File: src/rtl/uart_rx_fsm.sv
// uart_rx_fsm
//
// 8N1 UART receiver. The serial line is synchronised, the start bit is
// qualified at mid-bit, and data and stop bits are sampled at their centres
// (CLKS_PER_BIT clocks per bit). A received byte is held in rx_data with a
// level valid and a consumer acknowledge. Bad stop bits and bytes lost to an
// unacknowledged holding register are flagged.
//
// Ports:
//   clk           system clock, rising edge
//   reset         asynchronous reset, active low
//   rx            serial input, idle high, asynchronous to clk
//   rd_ack        consumer acknowledge; clears rx_valid and rx_overrun
//   rx_data[7:0]  last accepted byte, stable while rx_valid is high
//   rx_valid      byte available
//   rx_frame_err  one-cycle pulse when a stop bit is sampled low
//   rx_overrun    sticky: a good byte was dropped while rx_valid was high
//   rx_busy       receiver is inside a frame (state other than IDLE)
module uart_rx_fsm #(
  parameter int unsigned CLKS_PER_BIT = 16
) (
  input  logic       clk,
  input  logic       reset,
  input  logic       rx,
  input  logic       rd_ack,
  output logic [7:0] rx_data,
  output logic       rx_valid,
  output logic       rx_frame_err,
  output logic       rx_overrun,
  output logic       rx_busy
);

  localparam logic [15:0] BIT_LAST  = 16'(CLKS_PER_BIT - 1);
  localparam logic [15:0] HALF_LAST = 16'(CLKS_PER_BIT / 2 - 1);

  typedef enum logic [1:0] {
    IDLE,
    START,
    DATA,
    STOP
  } state_t;

  state_t      state, state_n;
  logic [15:0] cnt, cnt_n;
  logic [2:0]  idx, idx_n;
  logic [7:0]  sh, sh_n;
  logic [7:0]  data_n;
  logic        valid_n;
  logic        ferr_n;
  logic        ovr_n;
  logic        rx_m, rx_s;

  // Two-flop synchroniser; both flops reset to the idle line level so a
  // reset release never looks like a start bit.
  always_ff @(posedge clk or negedge reset) begin
    if (!reset) begin
      rx_m <= 1'b1;
      rx_s <= 1'b1;
    end else begin
      rx_m <= rx;
      rx_s <= rx_m;
    end
  end

  always_ff @(posedge clk or negedge reset) begin
    if (!reset) begin
      state        <= IDLE;
      cnt          <= 16'd0;
      idx          <= 3'd0;
      sh           <= 8'h00;
      rx_data      <= 8'h00;
      rx_valid     <= 1'b0;
      rx_frame_err <= 1'b0;
      rx_overrun   <= 1'b0;
      rx_busy      <= 1'b0;
    end else begin
      state        <= state_n;
      cnt          <= cnt_n;
      idx          <= idx_n;
      sh           <= sh_n;
      rx_data      <= data_n;
      rx_valid     <= valid_n;
      rx_frame_err <= ferr_n;
      rx_overrun   <= ovr_n;
      rx_busy      <= (state_n != IDLE);
    end
  end

  always_comb begin
    state_n = state;
    cnt_n   = cnt + 16'd1;
    idx_n   = idx;
    sh_n    = sh;
    data_n  = rx_data;
    valid_n = rx_valid;
    ferr_n  = 1'b0;
    ovr_n   = rx_overrun;

    // Acknowledge only matters while a byte is held; rx_overrun can only be
    // set while rx_valid is high, so both clear together.
    if (rd_ack && rx_valid) begin
      valid_n = 1'b0;
      ovr_n   = 1'b0;
    end

    case (state)
      IDLE: begin
        cnt_n = 16'd0;
        if (!rx_s) state_n = START;
      end
      START: begin
        if (cnt == HALF_LAST) begin
          cnt_n   = 16'd0;
          idx_n   = 3'd0;
          // A line that is high again at mid start bit was a glitch.
          state_n = rx_s ? IDLE : DATA;
        end
      end
      DATA: begin
        if (cnt == BIT_LAST) begin
          cnt_n = 16'd0;
          sh_n  = {rx_s, sh[7:1]};
          if (idx == 3'd7) state_n = STOP;
          else             idx_n   = idx + 3'd1;
        end
      end
      STOP: begin
        // Leave at mid stop bit so a start bit that follows immediately
        // is still seen from its falling edge.
        if (cnt == BIT_LAST) begin
          cnt_n   = 16'd0;
          state_n = IDLE;
          if (rx_s) begin
            // An acknowledge in this same cycle frees the holding register,
            // so the new byte loads instead of counting as an overrun.
            if (!rx_valid || rd_ack) begin
              data_n  = sh;
              valid_n = 1'b1;
            end else begin
              ovr_n = 1'b1;
            end
          end else begin
            ferr_n = 1'b1;
          end
        end
      end
      default: state_n = IDLE;
    endcase
  end

endmodule
File: config.mk
export PLATFORM = sky130hd
export DESIGN_NAME = uart_rx_fsm
export DESIGN_NICKNAME = d
export VERILOG_FILES = /design/src/rtl/uart_rx_fsm.sv
export SDC_FILE = /design/constraint.sdc
export NUM_CORES = 1
export LEC_CHECK = 0
export CAP_MARGIN = 20
export CORE_MARGIN = 3
export CORE_UTILIZATION = 57
export CTS_CLUSTER_SIZE = 10
export DETAILED_ROUTE_END_ITERATION = 8
export PLACE_DENSITY = 0.89
export RECOVER_POWER = 25
export SYNTH_ARGS = -nofsm -noshare
export SYNTH_HDL_FRONTEND = slang
export SYNTH_SLANG_ARGS = --single-unit
File: constraint.sdc
create_clock -name clk -period 2.8 [get_ports clk]
set_input_delay 0.56 -clock clk [delete_from_list [all_inputs] [get_ports clk]]
set_output_delay 0.56 -clock clk [all_outputs]
set_load 0.02 [all_outputs]
==> flow_summary_export.csv <==
group,metric,value,unit
setup_path,path_buf_inv,0,
setup_path,startpoint_type,"flop",
route,wl_per_cell,15.6,um
worst_hold_path,hold_start,"rx_m$_DFF_PN1_",
sta,finalMaxSlewViolations,44,
sta,final.setup.worst_slack,0.331,ns
setup_path,rr_endpoint,"idx[0]$_DFFE_PN0P_",
sta,fin_worst_skew,0.0127,ns
floorplanning,die_area,4240,um^2
cts,clock_latency,0.35,ns
synthesis,syn_area,1990,um^2
global_routing,grt_max_degree,44,
cts,cts_buffers,5,
cells_and_area,drive_gt1_frac,0.178,
synthesis,synth_edf_count,0,
cts,cts.hold.buffers_added,0,
floorplanning,ios,16,
cells_and_area,fin_nets,203,
setup_path,rrSetupSlack,0.33,ns
synthesis,post-synth-top-count-cell,"dfrtp_1",
global_routing,antenna_found_initial,0,
cts,cts_tree,"done",
cts,cts_setup_buffers,0,
setup_path,critPathKind,"reg -> reg",
synthesis,synth_nets,188,
setup_path,cp_max_fo,12,
cells_and_area,nFillCells,253,
sta,slew_headroom,-0.436,
floorplanning,start_util,0.623,
cts,cts_root_buf,"clkbuf_4",
floorplanning,die_width,65.2,um
synthesis,ys_ff_latch,43,
setup_path,worstReg2RegStart,"cnt[6]$_DFF_PN0_",
synthesis,ys_top_cells_by_area,"dfrtp_1 51%, mux2_2 9.0%, xnor2_1 4.8%",
synthesis,netlist_top_cells_count,"41 x dfrtp_1, 16 x mux2_2, 16 x nor2_1",
placed_design,io_buffer_count,15,
sta,max_freq,405,MHz
route,vias_per_cell,6.10,
global_routing,overflow,0,
setup_path,cp_common_cell,"or4_1",
sta,grt_setup_unrepaired,"no",
cells_and_area,n_antenna_cell,0,
worst_hold_path,min_path_type,"reg -> reg",
sta,setup_viol,0,
synthesis,syn_inst,181,
synthesis,yosysTopAreaCellShare,0.514,
worst_hold_path,hold_depth,0,
cells_and_area,stdcell_count,241,
synthesis,syn_avg_cell_area,11.0,um^2
setup_path,critPathSlowestCell,"or4_1",
route,drtIter0Drc,102,
floorplanning,die_h,65.2,um
power,leakage,0.990,nW
global_routing,grt_use_total,0.206,
worst_hold_path,worstHoldEndpoint,"rx_s$_DFF_PN1_",
cts,clk_pin_slew_worst_paths,0.13,ns
status,status,"finished, violations left",
status,violations,"max-capacitance violations, max-slew violations",
placed_design,pre_cts_ws,0.374,ns
route,finalWirelength,3760,um
placed_design,gp_congestion,0.811,
floorplanning,core,3200,um^2
sta,final.min_clock_period,2.47,ns
setup_path,rr_worst_depth,4,
sta,final_hold_viol_count,0,
synthesis,yosysUniqueCellTypes,39,
cts,cts_htree_levels,2,
sta,final.setup.tns,0,ns
cts,cts_resized,0,
sta,fin_crit_sh,0.882,
synthesis,ys.flop_type,"dfrtp_1",
setup_path,worstPathRequired,3.04,ns
synthesis,yosys.area.top_type,"dfrtp_1",
cells_and_area,syn2layout_area_growth,11.9,%
route,antenna_left,0,
synthesis,yosysWarnings,0,
floorplanning,fp-row-count,20,
setup_path,critPathTopFamily,"simple AND/OR/NAND/NOR gates",
global_routing,grt_pass1_vias,1466,
sta,tightest_slew,2.15,ns
setup_path,cp.arrival,2.71,ns
power,finalPower,0.00138,W
cts,clk_path_buf_depth,2,
cts,clkSinkCount,43,
power,powerDensity,620,nW/um^2
placed_design,dpl.hpwl,2640,um
placed_design,dp_cells,233,
power,ir_drop,381,uV
route,first_pass_iters,4,
synthesis,seq_area_frac_synth,0.541,
global_routing,grt_pass1_wl,6820,um
setup_path,cp_cell_sequence,"or4_1, or4_4, or4_1, o221a_2",
route,drc,0,
synthesis,async_reset_ff_frac,1.00,
setup_path,end_kind,"flop",
route,vias,1470,
run,maxCapViolations,1,
setup_path,cpPeakStageDelay,0.63,ns
-- cells by family (layout without fill, tap and decap cells) --
group / Yosys count / count (layout) / synth area share
AO/OA/AOI/OAI: 22 / 22 / 0.0778
flip-flops: 43 / 43 / 0.541
adder cells (fa/ha/maj): 3 / 3 / 0.0188
XOR/XNOR: 12 / 12 / 0.0527
multiplexers: 16 / 16 / 0.0903
buffers and inverters: 16 / 32 / 0.0314
AND/OR/NAND/NOR: 69 / 69 / 0.188
-- area by class of cell --
| class | instances | area, um^2 | share of cell area |
|---|---|---|---|
| Timing Repair Buffer | 18 | 166 | 0.0746 |
| Inverter | 6 | 22.5 | 0.0101 |
| Clock buffer | 6 | 41.3 | 0.0185 |
| Sequential cell | 43 | 1080 | 0.483 |
| Clock inverter | 2 | 13.8 | 0.00617 |
| Multi-Input combinational cell | 122 | 853 | 0.383 |
| Tap cell | 44 | 55.1 | 0.0247 |
-- layout by cell type (no fill, tap or decap), types with 2 or more instances in the layout --
cell,n
o31ai_1,2
nand2_1,12
a21oi_1,6
clkbuf_4,5
nor2_1,16
clkdlybuf4s50_1,13
or4_1,4
inv_1,6
buf_4,3
clkbuf_1,2
or4_4,2
dfstp_2,2
nor4_1,7
mux2_2,16
nand4_1,8
dfrtp_1,41
xnor2_1,11
ha_1,3
nand3_1,3
o21a_1,2
nand2b_1,2
nor3_1,8
o21ai_0,2
-- through the flow --
stage	hold WS, ns	area [um^2]	util
2_1_floorplan	0.264	1990	-
3_5_place_dp	0.349	2180	0.680
5_1_grt	0.374	2230	0.696
3_3_place_gp	0.345	2180	0.680
4_1_cts	0.345	2230	0.697
6_report	0.366	2230	0.696
-- how the worst max path moves through the flow --
stage / from / slack, ns / depth (start not counted) / end
after global routing: cnt[6]$_DFF_PN0_ / 0.25 / 4 / idx[0]$_DFFE_PN0P_
final: cnt[6]$_DFF_PN0_ / 0.33 / 4 / idx[0]$_DFFE_PN0P_
after global placement: cnt[6]$_DFF_PN0_ / 0.40 / 4 / idx[0]$_DFFE_PN0P_
after CTS: cnt[6]$_DFF_PN0_ / 0.35 / 4 / idx[0]$_DFFE_PN0P_
after floorplan: cnt[14]$_DFF_PN0_ / 0.50 / 5 / idx[0]$_DFFE_PN0P_
after detailed placement: cnt[11]$_DFF_PN0_ / 0.37 / 4 / idx[0]$_DFFE_PN0P_
-- routing by layer --
metal,vias to the layer above,GRT usage,part of all wire
li1,680,-,-
met1,720,0.275,0.43
met2,59,0.336,0.50
met3,11,0.0513,0.064
met4,0,0.0622,0.013
met5,-,0,0
-- report_power, final --
part           internal (W)  switching [W]
clock             0.0000989       0.000196
combinational      0.000132       0.000197
sequential         0.000676      0.0000830
-- state kept, by name, indices dropped and copies added, names as in the netlist --
name and cells:
rx_frame_err 1, rx_data 8, state 2, rx_busy 1, rx_m 1, cnt 16
rx_overrun 1, rx_valid 1, sh 8, idx 3, rx_s 1
Note: power is estimated with default switching activity, not from simulation.
